===== src/rtl/cga_vram_sequencer_pkg.sv =====
// Shared definitions for the CGA VRAM sequencer: slot phase constants,
// slot length, default VRAM address width, the CPU handshake state type
// and the display-fetch address mapping.
package cga_vram_sequencer_pkg;

   localparam int unsigned SLOT_LEN    = 8;
   localparam int unsigned VRAM_ADDR_W = 14;

   localparam logic [2:0] PH_FETCH_A = 3'd0;
   localparam logic [2:0] PH_FETCH_B = 3'd2;
   localparam logic [2:0] PH_CPU0    = 3'd4;
   localparam logic [2:0] PH_CPU1    = 3'd6;
   localparam logic [2:0] PH_LAST    = 3'(SLOT_LEN - 1);

   typedef enum logic [1:0] {
      CPU_IDLE,
      CPU_ACCESS,
      CPU_CAPTURE
   } cpu_state_e;

   // Byte address of the first (even) fetch byte; the second byte is the
   // same address with bit 0 set, so no carry can occur.
   function automatic logic [13:0] fetch_base(input logic        grph,
                                              input logic [12:0] crtc,
                                              input logic        row0);
      logic [13:0] a;
      if (grph) a = {row0, crtc[11:0], 1'b0};
      else      a = {crtc, 1'b0};
      return a;
   endfunction

endpackage


===== src/rtl/cga_vram_sequencer_slot_timer.sv =====
// Character slot timer: free-running 3-bit phase counter (0..7).
//   phase      : current phase
//   next_phase : phase of the following cycle
//   start_stb  : odd phase; registered RAM drive for the slot starting next
//                cycle (its even phase) is decided now
//   cap_stb    : odd phase; RAM read data of the current slot is valid now
module cga_slot_timer
   import cga_vram_sequencer_pkg::*;
(
   input  logic       clk,
   input  logic       reset,
   output logic [2:0] phase,
   output logic [2:0] next_phase,
   output logic       start_stb,
   output logic       cap_stb
);

   logic [2:0] phase_q, phase_d;

   always_comb begin
      phase_d = (phase_q == PH_LAST) ? '0 : phase_q + 3'd1;
   end

   always_ff @(posedge clk) begin
      if (reset) phase_q <= '0;
      else       phase_q <= phase_d;
   end

   assign phase      = phase_q;
   assign next_phase = phase_d;
   assign start_stb  = phase_q[0];
   assign cap_stb    = phase_q[0];

endmodule


===== src/rtl/cga_vram_sequencer.sv =====
// CGA VRAM time-division sequencer. Each 8-cycle character slot gives
// phases 0-3 to display fetch (when fetch_en was latched in phase 7) and
// the remaining even/odd pairs to CPU accesses.
//   fetch_en/grph_mode/crtc_addr/row_addr0 : fetch control, sampled phase 7
//   cpu_*                                  : level request / ack handshake
//   ram_*                                  : single VRAM port, sync read
//   char_byte/att_byte/load_stb            : fetched bytes to pixel stage
module cga_vram_sequencer
   import cga_vram_sequencer_pkg::*;
#(
   parameter int unsigned ADDR_W = VRAM_ADDR_W
) (
   input  logic              clk,
   input  logic              reset,
   input  logic              fetch_en,
   input  logic              grph_mode,
   input  logic [12:0]       crtc_addr,
   input  logic              row_addr0,
   input  logic              cpu_req,
   input  logic              cpu_we,
   input  logic [ADDR_W-1:0] cpu_addr,
   input  logic [7:0]        cpu_din,
   output logic              cpu_ack,
   output logic [7:0]        cpu_dout,
   output logic [ADDR_W-1:0] ram_addr,
   output logic              ram_we,
   output logic [7:0]        ram_wdata,
   input  logic [7:0]        ram_rdata,
   output logic [7:0]        char_byte,
   output logic [7:0]        att_byte,
   output logic              load_stb
);

   logic [2:0] phase, next_phase;
   logic       start_stb, cap_stb;

   cga_slot_timer u_timer (
      .clk        (clk),
      .reset      (reset),
      .phase      (phase),
      .next_phase (next_phase),
      .start_stb  (start_stb),
      .cap_stb    (cap_stb)
   );

   logic [ADDR_W-1:0] ram_addr_q, ram_addr_d;
   logic              ram_we_q, ram_we_d;
   logic [7:0]        ram_wdata_q, ram_wdata_d;
   logic              cpu_ack_q, cpu_ack_d;
   logic [7:0]        cpu_dout_q, cpu_dout_d;
   logic [7:0]        char_byte_q, char_byte_d;
   logic [7:0]        att_byte_q, att_byte_d;
   logic              load_stb_q, load_stb_d;
   logic              fetch_lat_q, fetch_lat_d;
   logic [12:0]       base_q, base_d;
   logic [7:0]        a_hold_q, a_hold_d;
   logic [7:0]        b_hold_q, b_hold_d;
   logic              guard_q, guard_d;
   logic              cpu_wr_q, cpu_wr_d;
   cpu_state_e        cpu_st_q, cpu_st_d;

   logic              fetch_next, cpu_next;
   logic [13:0]       new_base;

   always_comb begin
      // Slot 0/1 belongs to the next character, so it follows the live
      // fetch_en being latched this cycle rather than the held copy.
      fetch_next = (next_phase == PH_FETCH_A) ? fetch_en : fetch_lat_q;
      cpu_next   = (next_phase == PH_CPU0) || (next_phase == PH_CPU1) || !fetch_next;
      new_base   = fetch_base(grph_mode, crtc_addr, row_addr0);

      ram_addr_d  = ram_addr_q;
      ram_we_d    = 1'b0;
      ram_wdata_d = ram_wdata_q;
      cpu_ack_d   = 1'b0;
      cpu_dout_d  = cpu_dout_q;
      char_byte_d = char_byte_q;
      att_byte_d  = att_byte_q;
      load_stb_d  = 1'b0;
      fetch_lat_d = fetch_lat_q;
      base_d      = base_q;
      a_hold_d    = a_hold_q;
      b_hold_d    = b_hold_q;
      guard_d     = guard_q;
      cpu_wr_d    = cpu_wr_q;
      cpu_st_d    = cpu_st_q;

      if (start_stb && (next_phase == PH_FETCH_A)) begin
         fetch_lat_d = fetch_en;
         base_d      = new_base[13:1];
      end

      // Fetched bytes are staged and presented together at the next phase 0.
      if (cap_stb && fetch_lat_q) begin
         if (phase == PH_FETCH_A + 3'd1) a_hold_d = ram_rdata;
         if (phase == PH_FETCH_B + 3'd1) b_hold_d = ram_rdata;
         if (phase == PH_LAST) begin
            char_byte_d = a_hold_q;
            att_byte_d  = b_hold_q;
            load_stb_d  = 1'b1;
         end
      end

      case (cpu_st_q)
         CPU_ACCESS:  cpu_st_d = CPU_CAPTURE;
         CPU_CAPTURE: begin
            cpu_ack_d = 1'b1;
            if (!cpu_wr_q) cpu_dout_d = ram_rdata;
            cpu_st_d = CPU_IDLE;
         end
         default: ;
      endcase

      // The guard is armed on acceptance and consumed by the very next CPU
      // slot start, which lands on the edge the ack is issued.
      if (start_stb) begin
         if (!cpu_next) begin
            ram_addr_d = ADDR_W'((next_phase == PH_FETCH_A) ? new_base : {base_q, 1'b1});
         end else if (guard_q) begin
            guard_d = 1'b0;
         end else if (cpu_req) begin
            ram_addr_d  = cpu_addr;
            ram_we_d    = cpu_we;
            ram_wdata_d = cpu_din;
            cpu_wr_d    = cpu_we;
            guard_d     = 1'b1;
            cpu_st_d    = CPU_ACCESS;
         end
      end
   end

   always_ff @(posedge clk) begin
      if (reset) begin
         ram_addr_q  <= '0;
         ram_we_q    <= 1'b0;
         ram_wdata_q <= '0;
         cpu_ack_q   <= 1'b0;
         cpu_dout_q  <= '0;
         char_byte_q <= '0;
         att_byte_q  <= '0;
         load_stb_q  <= 1'b0;
         fetch_lat_q <= 1'b0;
         base_q      <= '0;
         a_hold_q    <= '0;
         b_hold_q    <= '0;
         guard_q     <= 1'b0;
         cpu_wr_q    <= 1'b0;
         cpu_st_q    <= CPU_IDLE;
      end else begin
         ram_addr_q  <= ram_addr_d;
         ram_we_q    <= ram_we_d;
         ram_wdata_q <= ram_wdata_d;
         cpu_ack_q   <= cpu_ack_d;
         cpu_dout_q  <= cpu_dout_d;
         char_byte_q <= char_byte_d;
         att_byte_q  <= att_byte_d;
         load_stb_q  <= load_stb_d;
         fetch_lat_q <= fetch_lat_d;
         base_q      <= base_d;
         a_hold_q    <= a_hold_d;
         b_hold_q    <= b_hold_d;
         guard_q     <= guard_d;
         cpu_wr_q    <= cpu_wr_d;
         cpu_st_q    <= cpu_st_d;
      end
   end

   assign ram_addr  = ram_addr_q;
   assign ram_we    = ram_we_q;
   assign ram_wdata = ram_wdata_q;
   assign cpu_ack   = cpu_ack_q;
   assign cpu_dout  = cpu_dout_q;
   assign char_byte = char_byte_q;
   assign att_byte  = att_byte_q;
   assign load_stb  = load_stb_q;

endmodule


===== config.mk =====
export PLATFORM = sky130hd
export DESIGN_NAME = cga_vram_sequencer
export DESIGN_NICKNAME = d
export VERILOG_FILES = /design/src/rtl/cga_vram_sequencer_pkg.sv /design/src/rtl/cga_vram_sequencer_slot_timer.sv /design/src/rtl/cga_vram_sequencer.sv
export SDC_FILE = /design/constraint.sdc
export NUM_CORES = 1
export LEC_CHECK = 0
export BUFFER_PORTS_ARGS = -buffer_cell sky130_fd_sc_hd__buf_2
export CORE_MARGIN = 10
export CORE_UTILIZATION = 30
export CTS_CLUSTER_SIZE = 24
export DETAILED_ROUTE_END_ITERATION = 7
export GPL_TIMING_DRIVEN = 0
export PLACE_DENSITY = 0.49
export SLEW_MARGIN = 20
export SYNTH_ARGS = -nofsm -noshare
export SYNTH_HDL_FRONTEND = slang
export SYNTH_HIERARCHICAL = 1
export SYNTH_SLANG_ARGS = --single-unit

===== constraint.sdc =====
create_clock -name clk -period 3.57 [get_ports clk]
set_input_delay 0.357 -clock clk [delete_from_list [all_inputs] [get_ports clk]]
set_output_delay 0.357 -clock clk [all_outputs]
set_load 0.05 [all_outputs]

==> results.cfg, run 1 <==
[synth]
synth.ff_latch_count = 86
synthTopCellsByCount = dfxtp_1, nand2_1, nor2_1
synthXorXnorAreaFrac = 0
muxShareOfSynthArea = 0.0747
synth-compound-area-share = 0.177
synth_cell_types = 40
yosys.area_share.simple = 0.195
yosysSeqAreaShare = 0.492
ys.flop_type = dfxtp_1
yosys.cell_count.top_type = dfxtp_1
synth_top_family_by_area = simple AND/OR/NAND/NOR gates
syn_avg_cell_area_um2 = 9.29
yosys_warnings = 6
yosys.area.top_type_share = 0.492
syn_area_um2 = 3500
synth_fa_ha_area_frac = 0.00715
synth_edf_count = 0
synth-async-reset-ratio = 0
synthesis.instances = 377
synth_nets = 429
yosysTopAreaCell = dfxtp_1
synthTopCellsByArea = dfxtp_1, mux2i_1, nand2_1

[clock_network]
hold_buffers = 0
htree_num_levels = 3
cts_tree = built
cts_setup_buffers = 0
clock_latency_ns = 0.34
clock_sinks = 86
cts_buffer_depth = 2
cts_resized = 0
clkSlewWorstSetupHoldPaths_ns = 0.06
cts_buffers = 9
clockRootBuffer = clkbuf_16

[placed_design]
post_dp_cell_area_um2 = 4170
gp_congestion = 0.790
dp.cells = 618
placement.setup.worst_slack_ns = 0.969
dp_hpwl_um = 7510
numPortBuffers = 98

[drt]
drtIter0Drc = 114
drt-vias-per-instance = 4.72
ant_nets = 0
firstDrtPassIters = 5
vias = 2992
drc_errors = 0
post_drt_wl_per_cell_um = 15.8
wirelength_um = 10000

[pwr]
power_mw = 2.25
cellPowerDensity_nw_per_um2 = 503
power_leakage_nw = 1.85
irDropWorstVdd_v = 0.000273

[worst_setup_path]
cp-end-kind = flop
cp_max_fo = 10
startpoint_type = flop
reg2reg_from = u_timer/phase[0]$_SDFF_PP0_
path_class = flop to flop
rr_worst_depth = 9
critical_path_arrival_ns = 2.81
rrSetupSlack_ns = 0.98
critPathLaunch = u_timer/phase[0]$_SDFF_PP0_
worstReg2RegEnd = ram_addr[8]$_SDFFE_PP0P_
required_ns = 3.78

[floorplan]
die_w_um = 128
num_rows = 39
core_area_um2 = 11400
die_area_um2 = 16400
start_util = 0.307
io-pin-count = 99
dieHeight_um = 128

[timing]
setup_viol = 0
layout_min_cycle_time_ns = 2.59
relSlewSlack = 0.420
tightest_slew_ns = 0.866
setup_slack_ns = 0.975
hold_viol = 0
max_freq_mhz = 385
whs_ns = 0.228
rsz0062_at_grt = no
fin_crit_sh = 0.727
tns_ns = 0
finalClockSkew_ns = 0.00549
maxSlewViolCount = 0

[min_path]
hold_path_class = input port to flop
worstHoldStart = reset
hold_end = u_timer/phase[0]$_SDFF_PP0_
holdPathStages = 2

[job]
cap_viol_max_count = 0

[cells_and_area]
fin_area_um2 = 4470
drive_above_1_share = 0.295
final_cells = 634
syn2layout_area_growth_pct = 27.8
final_util = 0.392
nNetsFinal = 538
fillCellCount = 1208
diodes = 0

[grt]
overflow = 0
grt_use_met2 = 0.195
top_usage_layer = met2
use_met3 = 0.0604
grt_max_degree = 14
grtUsageMet1 = 0.146
antenna_found_initial = 0
grt_use_total = 0.124
first_global_vias = 3106
grt_pass1_wl_um = 16100

[status]
outcome = finished, final reports clean
[logic make-up (layout without fill, tap and decap cells)]
logic type      count (synthesis)  after routing
mux                            26             26
buf+inv                        43            157
compound gates                 76             76
simple gates                  144            144
fa+ha+maj                       2              2
flops                          86             86
[state kept, by name, summed over array words and instances, names as in the netlist]
name           flops
ram_addr          14
base_q            13
a_hold_q           8
att_byte           8
b_hold_q           8
char_byte          8
cpu_dout           8
ram_wdata          8
u_timer/phase      3
cpu_st_q           2
cpu_ack            1
cpu_wr_q           1
fetch_lat_q        1
guard_q            1
load_stb           1
ram_we             1
[layout by cell type, fill, tap and decap left out, types with 2 or more instances in the layout]
cell,instances
o32ai_1,2
and2_1,3
buf_1,2
nor3_1,14
nor2b_1,17
mux2i_1,25
a21oi_1,30
clkbuf_1,14
clkbuf_16,9
ha_1,2
a211oi_1,2
nor3_2,2
nor3b_1,3
inv_1,14
nand2_1,62
o31ai_1,2
a221oi_1,12
buf_4,5
clkbuf_8,2
and3_1,2
buf_2,108
nand3_1,3
nand2b_1,2
o32ai_2,10
nor2_1,31
a22o_1,9
dfxtp_1,86
[worst max path at each step]
stage / depth (start not counted) / slack [ns] / endpoint
floorplan: 9 / 1.37 / ram_addr[10]$_SDFFE_PP0P_
CTS: 9 / 0.96 / ram_addr[1]$_SDFFE_PP0P_
global placement: 9 / 1.00 / ram_addr[1]$_SDFFE_PP0P_
detailed placement: 9 / 0.97 / ram_addr[11]$_SDFFE_PP0P_
finish: 9 / 0.98 / ram_addr[8]$_SDFFE_PP0P_
global route: 9 / 0.73 / ram_addr[1]$_SDFFE_PP0P_
[metal layers]
metal,vias to the layer above,share of wire
met5,-,0
met4,0,0.0093
met3,7,0.084
met2,85,0.45
met1,1368,0.45
li1,1532,-
[critical path, cell delays in order, from the launching register on]
cell	delay (ns)
dfxtp_1	0.37
ha_1	0.21
ha_1	0.23
nor2_1	0.38
nor3_1	0.11
buf_4	0.19
buf_2	0.19
buf_2	0.20
a221oi_1	0.46
o32ai_2	0.12
[power breakdown]
part	total, mW	switching, mW	leakage (nW)	internal [mW]
Clock	0.947	0.368	0.146	0.579
Combinational	0.296	0.195	1.01	0.101
Sequential	1.01	0.0177	0.696	0.990
Total	2.25	0.581	1.85	1.67
[cell type report]
type                       instances  area [um^2]  area share
buffer                            29          140      0.0313
inverter                          14         52.6      0.0117
tap                              143          179      0.0400
clock buffer                      13          260      0.0582
sequential                        86         1720       0.385
multi-input combinational        248         1590       0.355
timing repair buffer              98          490       0.110
clock inverter                     3         42.5     0.00951
Note: power is estimated with default switching activity, not from simulation.
==> inputs of run 2 (changes only) <==
clock period = 2.6 ns   (was 3.57 ns; I/O delays follow)
==> run 2 against run 1 <==
Compared with the run above:
- via count down 0.40%
- critical path depth down 1
- worst setup slack worse by 0.82 ns
- first-iteration DRC count down 0.88%
- clock skew about the same
- hold slack worse by 0.10 ns
- fmax up 6.0%
- sequential share of layout area down 0.45 points
- sequential power up 37%
- clock-buffer cell count unchanged
- clock power up 37%
- critical endpoint is now ram_addr[9]$_SDFFE_PP0P_
- largest cell class unchanged
- largest power group unchanged
==> results.cfg, run 2 (synthesis gave the netlist of run 1 again) <==
[status]
outcome = finished, final reports clean

[drt]
ant_nets = 0
drtIter0Drc = 113
wirelength_um = 10100
vias = 2980
drc_errors = 0
firstDrtPassIters = 4
post_drt_wl_per_cell_um = 15.9
drt-vias-per-instance = 4.70

[clock_network]
clock_latency_ns = 0.34
clockRootBuffer = clkbuf_16
clock_sinks = 86
htree_num_levels = 3
cts_buffer_depth = 2
cts_tree = built
cts_setup_buffers = 0
hold_buffers = 0
clkSlewWorstSetupHoldPaths_ns = 0.06
cts_buffers = 9

[worst_setup_path]
cp_max_fo = 10
required_ns = 2.82
rrSetupSlack_ns = 0.15
path_class = flop to flop
rr_worst_depth = 8
worstReg2RegEnd = ram_addr[9]$_SDFFE_PP0P_
startpoint_type = flop
reg2reg_from = u_timer/phase[1]$_SDFF_PP0_
critical_path_arrival_ns = 2.67
cp-end-kind = flop

[timing]
setup_slack_ns = 0.153
fin_crit_sh = 0.941
setup_viol = 0
maxSlewViolCount = 0
max_freq_mhz = 409
layout_min_cycle_time_ns = 2.45
hold_viol = 0
relSlewSlack = 0.419
finalClockSkew_ns = 0.00574
tightest_slew_ns = 0.866

[placed_design]
gp_congestion = 0.790
dp_hpwl_um = 7510
post_dp_cell_area_um2 = 4170
placement.setup.worst_slack_ns = -0.00123
numPortBuffers = 98

[grt]
antenna_found_initial = 0
grt_use_total = 0.124
overflow = 0
grt_pass1_wl_um = 16100
grt_max_degree = 14
first_global_vias = 3107

[cells_and_area]
most-common-layout-cells = buf_2, dfxtp_1, nand2_1, a21oi_1, nor2_1
nNetsFinal = 538
fin_area_um2 = 4530
largest_reg_flops = 14
final_common_cell = buf_2
syn2layout_area_growth_pct = 29.4
diodes = 0
drive_above_1_share = 0.318

[min_path]
worstHoldStart = reset
holdPathStages = 2
hold_path_class = input port to flop
hold_end = u_timer/phase[0]$_SDFF_PP0_

[pwr]
power.internal_mw = 2.30
seq_power_share = 0.446
swShare = 0.260
cellPowerDensity_nw_per_um2 = 686
power.share.clock = 0.419
power_mw = 3.11
power.switching_mw = 0.807
power_frac_comb = 0.135
irDropWorstVdd_v = 0.000376
power_leakage_nw = 1.86

[floorplan]
num_rows = 39
die_w_um = 128
dieHeight_um = 128
core_area_um2 = 11400
io-pin-count = 99
start_util = 0.307
die_area_um2 = 16400

[job]
cap_viol_max_count = 0
## run 2: cell counts in the layout (fill, tap and decap cells not counted)
Identical to the previous run, type by type.
## run 2: worst max-delay path by stage
stage	slack (ns)	end	start	cells after the start
6_report	0.15	ram_addr[9]$_SDFFE_PP0P_	u_timer/phase[1]$_SDFF_PP0_	8
5_1_grt	-0.06	ram_addr[9]$_SDFFE_PP0P_	u_timer/phase[1]$_SDFF_PP0_	8
4_1_cts	0.007	ram_addr[1]$_SDFFE_PP0P_	u_timer/phase[0]$_SDFF_PP0_	9
3_5_place_dp	-0.001	ram_addr[11]$_SDFFE_PP0P_	u_timer/phase[0]$_SDFF_PP0_	9
3_3_place_gp	0.03	ram_addr[1]$_SDFFE_PP0P_	u_timer/phase[0]$_SDFF_PP0_	9
2_1_floorplan	0.40	ram_addr[10]$_SDFFE_PP0P_	u_timer/phase[0]$_SDFF_PP0_	9
## run 2: cell type report
type / instances / area (um^2)
Buffer: 29 / 140
Clock buffer: 13 / 260
Clock inverter: 3 / 42.5
Fill cell: 1216 / 6890
Inverter: 14 / 52.6
Multi-Input combinational cell: 248 / 1640
Sequential cell: 86 / 1720
Tap cell: 143 / 179
Timing Repair Buffer: 98 / 490
## run 2: critical path, cell delays in order (launching register included)
cell	delay, ns
dfxtp_1	0.35
ha_1	0.21
ha_1	0.26
nor2b_2	0.24
nor2b_1	0.26
o21ai_1	0.24
buf_2	0.29
a221oi_1	0.36
o32ai_2	0.12
## run 2: what timing repair did
item	in CTS	in global routing
endpoints found under the hold margin	0	0
gates resized for setup	1	10
endpoints found under the setup margin	2	34
cloned	0	0
## run 2: power by group through the flow
stage	Sequential, mW	Clock, mW	Combinational (mW)
6_report	1.38	1.30	0.419
3_5_place_dp	1.41	0	0.411
5_1_grt	1.39	1.41	0.459
4_1_cts	1.38	1.36	0.412
3_3_place_gp	1.41	0	0.407
2_1_floorplan	1.50	0	0.193
## run 2: per-layer routing
layer	vias up	track usage	wire [um]
met4	0	0.0404	93
met1	1359	0.146	4610
met5	-	0	0
li1	1528	-	-
met3	7	0.0604	829
met2	86	0.195	4540
## run 2: metrics by stage
step	setup TNS [ns]	utilization	std cells	hold WS, ns
floorplan	0	-	377	0.324
global placement	0	0.365	618	0.436
detailed placement	-0.00123	0.365	618	0.442
CTS	0	0.392	634	0.115
global route	-0.0579	0.397	634	0.114
finish	0	0.397	634	0.125
